===== src/rtl/shift_arbiter.sv =====
// -----------------------------------------------------------------------------
// shift_arbiter: round-robin sharing of one 32-bit shifter, registered response
// Rev 1.0
// -----------------------------------------------------------------------------
`default_nettype none

module shift_arbiter #(
  parameter int NUM_REQ = 2,
  parameter int ID_W    = 1
) (
  input  logic                    clk,
  input  logic                    rst_n,
  input  logic [NUM_REQ-1:0]      i_req_valid,
  output logic [NUM_REQ-1:0]      o_req_ready,
  input  logic [2*NUM_REQ-1:0]    i_req_op,
  input  logic [5*NUM_REQ-1:0]    i_req_shamt,
  input  logic [32*NUM_REQ-1:0]   i_req_data,
  output logic                    o_rsp_valid,
  input  logic                    i_rsp_ready,
  output logic [ID_W-1:0]         o_rsp_id,
  output logic [31:0]             o_rsp_data,
  output logic                    o_rsp_err
);

  localparam int         PTR_W  = (NUM_REQ > 1) ? $clog2(NUM_REQ) : 1;
  localparam logic [1:0] OP_SLL = 2'b00;
  localparam logic [1:0] OP_ILL = 2'b01;
  localparam logic [1:0] OP_SRL = 2'b10;
  localparam logic [1:0] OP_SRA = 2'b11;

  typedef enum logic [0:0] {
    ST_EMPTY = 1'b0,
    ST_FULL  = 1'b1
  } state_t;

  state_t            r_state;
  logic [PTR_W-1:0]  r_rr_ptr;
  logic [ID_W-1:0]   r_rsp_id;
  logic [31:0]       r_rsp_data;
  logic              r_rsp_err;

  logic              w_can_accept;
  logic              w_any_valid;
  logic              w_hi_any;
  logic [PTR_W-1:0]  w_hi_win;
  logic [PTR_W-1:0]  w_lo_win;
  logic [PTR_W-1:0]  w_winner;
  logic              w_grant;
  logic [PTR_W-1:0]  w_ptr_next;
  logic [1:0]        w_op;
  logic [4:0]        w_shamt;
  logic [31:0]       w_data;
  logic [31:0]       w_shift;

  // Ready is gated by rst_n so nothing is accepted while reset is held.
  assign w_can_accept = rst_n & ((r_state == ST_EMPTY) | i_rsp_ready);
  assign w_any_valid  = |i_req_valid;
  assign w_grant      = w_any_valid & w_can_accept;

  // Round robin: lowest valid port at or above the pointer, else lowest valid port overall.
  always_comb begin
    w_hi_any = 1'b0;
    w_hi_win = '0;
    w_lo_win = '0;
    for (int i = NUM_REQ - 1; i >= 0; i--) begin
      if (i_req_valid[i]) begin
        w_lo_win = PTR_W'(i);
        if (PTR_W'(i) >= r_rr_ptr) begin
          w_hi_win = PTR_W'(i);
          w_hi_any = 1'b1;
        end
      end
    end
  end

  assign w_winner   = w_hi_any ? w_hi_win : w_lo_win;
  assign w_ptr_next = (w_winner == PTR_W'(NUM_REQ - 1)) ? '0 : w_winner + PTR_W'(1);

  always_comb begin
    o_req_ready = '0;
    w_op        = '0;
    w_shamt     = '0;
    w_data      = '0;
    for (int i = 0; i < NUM_REQ; i++) begin
      if (w_winner == PTR_W'(i)) begin
        o_req_ready[i] = w_grant;
        w_op           = i_req_op[i*2 +: 2];
        w_shamt        = i_req_shamt[i*5 +: 5];
        w_data         = i_req_data[i*32 +: 32];
      end
    end
  end

  always_comb begin
    w_shift = '0;
    case (w_op)
      OP_SLL:  w_shift = w_data << w_shamt;
      OP_SRL:  w_shift = w_data >> w_shamt;
      OP_SRA:  w_shift = $signed(w_data) >>> w_shamt;
      default: w_shift = '0;
    endcase
  end

  // A grant always loads the response slot; this also covers drain-and-refill with no bubble.
  always_ff @(posedge clk or negedge rst_n) begin
    if (!rst_n) begin
      r_state    <= ST_EMPTY;
      r_rr_ptr   <= '0;
      r_rsp_id   <= '0;
      r_rsp_data <= '0;
      r_rsp_err  <= 1'b0;
    end else begin
      if (w_grant) begin
        r_rr_ptr   <= w_ptr_next;
        r_rsp_id   <= ID_W'(w_winner);
        r_rsp_data <= w_shift;
        r_rsp_err  <= (w_op == OP_ILL);
      end
      case (r_state)
        ST_EMPTY: begin
          if (w_grant) begin
            r_state <= ST_FULL;
          end
        end
        ST_FULL: begin
          if (!w_grant && i_rsp_ready) begin
            r_state <= ST_EMPTY;
          end
        end
        default: r_state <= ST_EMPTY;
      endcase
    end
  end

  assign o_rsp_valid = (r_state == ST_FULL);
  assign o_rsp_id    = r_rsp_id;
  assign o_rsp_data  = r_rsp_data;
  assign o_rsp_err   = r_rsp_err;

endmodule

`default_nettype wire


===== config.mk =====
export PLATFORM = sky130hd
export DESIGN_NAME = shift_arbiter
export DESIGN_NICKNAME = d
export VERILOG_FILES = /design/src/rtl/shift_arbiter.sv
export SDC_FILE = /design/constraint.sdc
export NUM_CORES = 1
export LEC_CHECK = 0
export ABC_AREA = 1
export CAP_MARGIN = 20
export CORE_MARGIN = 1.5
export CORE_UTILIZATION = 48
export CTS_CLUSTER_SIZE = 8
export DETAILED_ROUTE_END_ITERATION = 8
export PLACE_DENSITY_LB_ADDON = 0.1
export SETUP_SLACK_MARGIN = 0.05
export SLEW_MARGIN = 20
export SYNTH_ARGS = -nofsm -noshare
export SYNTH_HDL_FRONTEND = slang
export SYNTH_SLANG_ARGS = --single-unit
export TNS_END_PERCENT = 100

===== constraint.sdc =====
create_clock -name clk -period 2.05 [get_ports clk]
set_clock_uncertainty 0.05 [all_clocks]
set_input_delay 0.3075 -clock clk [delete_from_list [all_inputs] [get_ports clk]]
set_output_delay 0.3075 -clock clk [all_outputs]
set_load 0.01 [all_outputs]

# Word-level counts from Yosys, hierarchy flattened

Index checks and enable logic that the tools add are counted.

Register bits: 36
Input bits: 83
Output and inout bits: 37
Word-level logic and storage cells: 41

Add/sub/neg operators: 1
$lt $le $gt $ge: 2
Equal/unequal tests: 3
Shifts and indexed selects: 3
Muxes and demuxes: 19
Bitwise gates (word level): 4
Reduce and logical (&&, ||, !) cells: 4

Operators with widths:

| kind                | count |
|---|---|
| $pmux 32 s3         | 1 |
| $mux 32             | 1 |
| $shl 32x5->32       | 1 |
| $shr 32x5->32       | 1 |
| $sshr 32x5->32      | 1 |
| $mux 1              | 14 |
| $mux 5              | 1 |
| $eq 2x2->1 const B  | 2 |
| $and 1x1->1         | 2 |
| $eq 2x1->1 const B  | 1 |
| $ge 1x1->1 const A  | 2 |
| $logic_not 2->1     | 1 |
| $mux 2              | 1 |
| $pmux 1 s2          | 1 |
| $reduce_or 2->1     | 1 |
| $add 1x1->1 const B | 1 |
| $logic_and 1x1->1   | 1 |
| $logic_not 1->1     | 1 |
| $not 1->1           | 1 |
| $or 1x1->1          | 1 |

# Logic depth before layout (Yosys ltp)

Gate-level depths: netlist of the first run.

Depth in word-level cells: 9
Mapped depth: 19
Gate-level depth less buffers: 17

# Worst setup path before layout of the first run

OpenSTA, ideal clock, no wires.

Path type: register to register
From: reg r_rr_ptr
To: reg r_rsp_data[30], in the netlist o_rsp_data[30]
Setup time: 0.117 ns
Arrival time: 1.775 ns
Data required time: 1.883 ns
Slack: 0.109 ns
Stages on the path, launching flop included: 18
Path buffers: 3
Clock period less this slack: 1.941 ns
Path through: dfrtp_1 -> inv_1 -> nand2_4 -> nand2_4 -> buf_6 -> nand2_1 -> nand2_2 -> inv_2 -> buf_6 -> buf_4 -> nand3_1 -> nand3_1 -> o21ai_0 -> nand2_1 -> nand3_1 -> nand3_1 -> nand2_1 -> nand2_1

Cells in the longest elaborated chain, start to end: 9
Elaborated cells between the ends (all ways): 19
Those cells by class: order compare: 2; eq/ne: 2; shift: 3; mux: 11; reduce/logical: 1

RTL lines:

| what                                         | RTL line | source |
|---|---|---|
| from (decl)                                  | 37       | `logic [PTR_W-1:0] r_rr_ptr;` |
| from (signal assigned)                       | 114      | `r_rr_ptr <= w_ptr_next;` |
| $ge 1x1->1                                   | 68       | `if (PTR_W'(i) >= r_rr_ptr) begin` |
| $mux 1                                       | 68       |  |
| $mux 1                                       | 66       | `if (i_req_valid[i]) begin` |
| $mux 1                                       | 68       |  |
| $mux 1                                       | 66       |  |
| $mux 1 *                                     | 76       | `assign w_winner = w_hi_any ? w_hi_win : w_lo_win;` |
| $mux 32, or another cell as far along        | 85       | `if (w_winner == PTR_W'(i)) begin` |
| $sshr 32x5->32, or another cell as far along | 99       | `OP_SRA: w_shift = $signed(w_data) >>> w_shamt;` |
| $pmux 32 s3 *                                | 96       | `case (w_op)` |
| to (signal assigned)                         | 116      | `r_rsp_data <= w_shift;` |
| to (decl)                                    | 39       | `logic [31:0] r_rsp_data;` |

Every way passes the cells marked *; elsewhere a longest branch is shown, timed or not.
A chain may end at the register's enable or synchronous reset.

# Final worst setup path of the first run

From: reg r_rr_ptr
To: reg r_rsp_data[28], in the netlist o_rsp_data[28]

Same word-level chain as after synthesis.

==> results of run 1 <==
[flip-flops by register name (all words and copies together) (netlist names)]
name / flops
o_rsp_id: 1
r_rr_ptr: 1
o_rsp_err: 1
o_rsp_valid: 1
o_rsp_data: 32
[what timing repair did]
action | in CTS | in global routing
pin swaps | 23 | 35
buffers inserted | 6 | 14
gates cloned | 1 | 6
resized for setup | 131 | 153
endpoints found under the setup margin | 35 | 35
[area by class of cell]
| class | instances | area, um2 |
|---|---|---|
| Timing Repair Buffer | 303 | 2910 |
| Fill cell | 887 | 2310 |
| Clock buffer | 6 | 129 |
| Multi-Input combinational cell | 929 | 5130 |
| Inverter | 77 | 314 |
| Clock inverter | 2 | 35.0 |
| Tap cell | 147 | 184 |
| Sequential cell | 36 | 901 |
[logic make-up after synthesis]
| logic type | share of synthesized area, % |
|---|---|
| and+or+nand+nor | 66.4 |
| DFF | 15.5 |
| AOI/OAI and AO/OA | 6.31 |
| buffers and inverters | 11.8 |
[final timing paths]
kind	from	endpoint	slack, ns	cells past startpoint
setup / recovery	r_rr_ptr	o_rsp_data[28]	-0.31	15
hold / removal	rst_n	o_rsp_id	0.03	2
setup reg to reg	r_rr_ptr	o_rsp_data[28]	-0.31	15
hold reg to reg	o_rsp_data[27]	o_rsp_data[27]	0.43	2
max in group asynchronous	rst_n	o_rsp_err	1.58	2
min in group clk	o_rsp_data[27]	o_rsp_data[27]	0.43	2
[Yosys cell counts (2+ instances only)]
cell type / count
nand2_1: 459
nand3_1: 314
inv_1: 67
nor2_1: 40
dfrtp_1: 36
buf_2: 32
nand3b_1: 24
clkbuf_1: 15
o21ai_1: 14
a21oi_1: 13
o21ai_0: 13
buf_4: 10
inv_2: 10
nand2_2: 10
buf_6: 7
nand4_1: 6
o211ai_1: 6
a31oi_1: 5
buf_1: 4
nand2_4: 3
nor2_2: 3
nor3_2: 3
o21ai_2: 3
nor2_4: 2
o21ai_4: 2
[power by group through the flow]
stage                     logic [W]  registers [W]  clock network, W
after floorplan             0.00186        0.00106                 0
after global placement      0.00347       0.000985                 0
after detailed placement    0.00350       0.000991                 0
after CTS                   0.00376       0.000984          0.000865
after global routing        0.00457        0.00100          0.000898
final                       0.00429       0.000987          0.000862
[per-stage QoR]
step	total power (W)	setup TNS, ns
3_3_place_gp	0.00446	-22.23
4_1_cts	0.00561	-4.42
6_report	0.00614	-7.41
3_5_place_dp	0.00449	-23.77
2_1_floorplan	0.00292	0
5_1_grt	0.00647	-10.87
[worst max-delay path: cells and delay by family, from the launching register on]
family,cells,cell delay [ns]
simple gates,11,1.08
buf+inv,3,0.48
compound gates,1,0.26
flops,1,0.39
[metal layers]
layer	part of all wire (%)	up-vias
met5	0	-
met4	6.6	0
met3	11	163
met2	45	657
met1	38	4063
li1	-	4132
==> impl_metrics.tcl, run 1 <==
set metrics [dict create \
    required_ns 2.22 \
    final_nets 1435 \
    postLayoutCoreUtil_pct 80.6 \
    pre_cts_ws_ns -0.782 \
    hp-class "input pin to asynchronous set/reset pin" \
    violations "setup timing" \
    grt_use_total_pct 39.7 \
    arrival_ns 2.53 \
    ys_types 34 \
    drc 0 \
    slowest_stage "dfrtp_1" \
    antenna_found_initial 0 \
    max_slew.worst_pin.slew_ns 0.481 \
    dp.cells 1468 \
    switching_share_pct 46.7 \
    place.gp.congestion 0.998 \
    cts_max_level 2 \
    synth_edf_count 0 \
    seq_area_frac_synth_pct 15.5 \
    crit_path_start_kind "register" \
    p_per_area_mw_per_mm2 639 \
    post_dp_cell_area_mm2 0.00816 \
    hold_ws_ns 0.0289 \
    chipHeight_um 113 \
    num_rows 40 \
    period_needed_ns 2.36 \
    cap_violations 0 \
    synth.avg_cell_area_um2 5.25 \
    cts.clk_slew.worst_paths_ns 0.06 \
    clock_path_buffers 2 \
    fin_crit_sh_pct 115 \
    synth_top_area_cell "nand2_1" \
    hold_buffers 0 \
    yosys_warnings 0 \
    synth_area_mm2 0.00583 \
    area_delta_synth_final_pct 64.8 \
    p_int_w 0.00327 \
    antenna_cells 0 \
    synth-async-reset-ratio_pct 100 \
    ant_nets 0 \
    cp_max_fo 8 \
    cts_made_buffers 5 \
    end_kind "register" \
    irDropWorstVdd_mv 0.510 \
    synth_ff_type "dfrtp_1" \
    synth_top_cells_by_area "nand2_1 (30%), nand3_1 (27%), dfrtp_1 (15%), inv_1 (4.3%), nand3b_1 (3.1%)" \
    cpPeakStageDelay_ns 0.39 \
    setup_viol_count_final 33 \
    drt_iter0_drc 1172 \
    synthesis.nets 1193 \
    final_cell_mix "nand2_1 (384), nand3_1 (227), buf_4 (144)" \
    place_hpwl_mm 19.9 \
    die_w_um 113 \
    wl_mm 28.0 \
    pwr-share-seq_pct 16.1 \
    synth_cells 1110 \
    layout_commonest_cell "nand2_1" \
    wl_per_cell_um 18.6 \
    cts_tree "built" \
    fin_ws_ns -0.306 \
    vias 9015 \
    hold_viol 0 \
    p_sw_w 0.00286 \
    p_leak_nw 4.91 \
    met2_usage_pct 65.3 \
    globalRouteMet1Util_pct 49.6 \
    drive_above_1_share_pct 32.2 \
    max_slew_margin_pct 67.8 \
    met3_usage_pct 7.50 \
    start_util_pct 48.9 \
    vias_per_cell 6.01 \
    cts_sinks 36 \
    dieArea_mm2 0.0128 \
    critPathKind "register to register" \
    clock.fmax_ghz 0.424 \
    p_clk_share_pct 14.0 \
    final-instance-count-excl-fill 1500 \
    final_max_slew_viol_count 0 \
    drt-pass1-iter-count 6 \
    grt_start_max_net_pins 37 \
    overflow 0 \
    p_comb_share_pct 69.9 \
    outcome "finished, violations left" \
    grt_pass1_wl_mm 40.3 \
    finalInstanceArea_mm2 0.00961 \
    yosys.area.top_type_share_pct 29.6 \
    grt_pass1_vias 8250 \
    portBuffers 119 \
    path_cells "inv_4, nand2_8, buf_4, nand3_2, nand2_4, clkbuf_16, nand2_2, nand2_1, o211ai_1, nand3_1, nand3b_1, nand2_2, nand2_1, nand2_1, nand2_1" \
    globalRoute.busiestLayer "met2" \
    core_area_mm2 0.0119 \
    cts_root_buf "clkbuf_16" \
    crit_top_cell "nand2_1" \
    clk_latency_ns 0.28 \
    io_pins 120 \
    rsz0062_at_grt "yes" \
    synth-seq-cells 36 \
]
No activity file was read; power rests on OpenSTA's default activity.
==> inputs of run 2 (changes only) <==
--- a/config.mk
+++ b/config.mk
@@ -8,7 +8,7 @@
 export ABC_AREA = 1
 export CAP_MARGIN = 20
 export CORE_MARGIN = 1.5
-export CORE_UTILIZATION = 48
+export CORE_UTILIZATION = 54
 export CTS_CLUSTER_SIZE = 8
 export DETAILED_ROUTE_END_ITERATION = 8
 export PLACE_DENSITY_LB_ADDON = 0.1
==> constraint.sdc (replaced) <==
create_clock -name clk -period 2.6 [get_ports clk]
set_clock_uncertainty 0.05 [all_clocks]
set_input_delay 0.39 -clock clk [delete_from_list [all_inputs] [get_ports clk]]
set_output_delay 0.39 -clock clk [all_outputs]
set_load 0.01 [all_outputs]
==> run 2 against run 1 <==
The run now ends clean. Die area shrank 11%. Critical path depth grew 2. Count of clock-buffer cells in the layout shrank 1. Sequential power shrank 22%. Clock power shrank 53%. Critical endpoint is now o_rsp_data[7]. Setup slack gained 0.38 ns.
==> impl_metrics.tcl, run 2 (same netlist as run 1, synthesis figures left out) <==
set metrics [dict create \
    finalInstanceArea_mm2 0.00843 \
    place_hpwl_mm 19.4 \
    antenna_found_initial 0 \
    max_slew.worst_pin.slew_ns 0.451 \
    cts.clk_slew.worst_paths_ns 0.08 \
    start_util_pct 56.0 \
    io_pins 120 \
    area_delta_synth_final_pct 44.6 \
    grt_use_total_pct 42.6 \
    pre_cts_ws_ns -0.364 \
    portBuffers 119 \
    postLayoutCoreUtil_pct 80.9 \
    clk_latency_ns 0.30 \
    overflow 0 \
    rr_startpoint "r_rr_ptr" \
    drt_iter0_drc 1244 \
    power.total_w 0.00412 \
    drt-pass1-iter-count 8 \
    fin_ws_ns 0.0777 \
    ant_nets 0 \
    arrival_ns 2.71 \
    cts_max_level 2 \
    clock.fmax_ghz 0.396 \
    hp-class "register to register" \
    place.gp.congestion 1.13 \
    chipHeight_um 107 \
    die_w_um 107 \
    wl_mm 25.1 \
    crit_path_start_kind "input pin" \
    wl_per_cell_um 17.2 \
    cap_violations 0 \
    grt_pass1_wl_mm 38.3 \
    largest_reg_flops 32 \
    grt_start_max_net_pins 48 \
    antenna_cells 0 \
    required_ns 2.79 \
    cts_tree "built" \
    grt_pass1_vias 7997 \
    p_leak_nw 4.53 \
    layout_commonest_cell "nand2_1" \
    rsz0062_at_grt "yes" \
    fin_crit_sh_pct 97.0 \
    max_slew_margin_pct 69.9 \
    critPathKind "input pin to register" \
    drc 0 \
    hold_viol 0 \
    setup_viol_count_final 0 \
    outcome "completed" \
    period_needed_ns 2.52 \
    drive_above_1_share_pct 17.4 \
    irDropWorstVdd_mv 0.397 \
    num_rows 37 \
    vias 8771 \
    core_area_mm2 0.0104 \
    cts_sinks 36 \
    final-instance-count-excl-fill 1461 \
    final_nets 1407 \
    clock_path_buffers 2 \
    dp.cells 1439 \
    end_kind "register" \
    final_cell_mix "nand2_1 (450), nand3_1 (306), buf_4 (137)" \
    p_per_area_mw_per_mm2 488 \
    hold_buffers 0 \
    crit_start "i_req_valid[1]" \
    vias_per_cell 6.00 \
    cts_made_buffers 5 \
    post_dp_cell_area_mm2 0.00803 \
    cts_root_buf "clkbuf_8" \
    hold_start "o_rsp_data[23]" \
    cp_max_fo 17 \
    final_max_slew_viol_count 0 \
    dieArea_mm2 0.0114 \
]
run 2: cell count changes in the layout (fill, tap and decap cells not counted), sizes merged, moves of 2 or more:
cell and change:
clkbuf -2, clkdlybuf4s50 +2, clkinvlp -2, inv +4, buf -29
run 2: worst max-delay path, cell delays in order:
cell and delay, ns:
clkdlybuf4s50_1 0.48, buf_6 0.15, nand2_8 0.10, buf_12 0.18, nand2_1 0.07, nand2_1 0.08
nand2_1 0.19, nand2_1 0.09, nand2_1 0.10, nand2_1 0.07, nand2_1 0.08, o21ai_0 0.09
nand2_1 0.09, o21ai_0 0.09, a21oi_1 0.23, nand2_1 0.15, nand2_1 0.09
run 2: final cells by class:
type,instances,area (um2)
clock buffers,5,68.8
flip-flops and latches,36,901
repair buffers,276,2600
inverters,77,294
well taps,136,170
multi-input cells,928,4380
fillers,789,1990
clock inverters,3,18.8
run 2: routing by layer:
metal  global-route usage [%]  wire length, um  vias up
li1                         -                -     4061
met4                     23.0             1660        0
met2                     70.0            11000      666
met5                        0                0        -
met1                     52.3             9420     3897
met3                     8.45             2970      147
run 2: worst paths after layout:
check / slack, ns / endpoint / cells past startpoint
hold / removal: 0.43 / o_rsp_data[23] / 2
min in group asynchronous: 0.49 / o_rsp_valid / 2
max in group asynchronous: 1.68 / o_rsp_data[27] / 2
hold reg to reg: 0.43 / o_rsp_data[23] / 2
setup reg to reg: 0.10 / o_rsp_data[22] / 17
setup / recovery: 0.08 / o_rsp_data[7] / 17
run 2: power breakdown:
| group | switching [W] | internal [W] |
|---|---|---|
| clock network | 0.000222 | 0.000187 |
| registers | 0.0000768 | 0.000692 |
| logic | 0.00170 | 0.00124 |
| total | 0.00200 | 0.00212 |
run 2: timing repair:
| item | CTS | global route |
|---|---|---|
| pin swaps | 2 | 9 |
| setup buffers | 3 | 8 |
| endpoints found under the setup margin | 12 | 33 |
| resized for setup | 7 | 37 |
| cloned | 0 | 3 |
run 2: metrics by stage:
step / TNS [ns] / hold slack, ns
floorplan: 0 / 0.0444
global placement: -5.88 / 0.413
detailed placement: -7.66 / 0.416
CTS: 0 / 0.436
global route: -0.0215 / 0.448
finish: 0 / 0.433
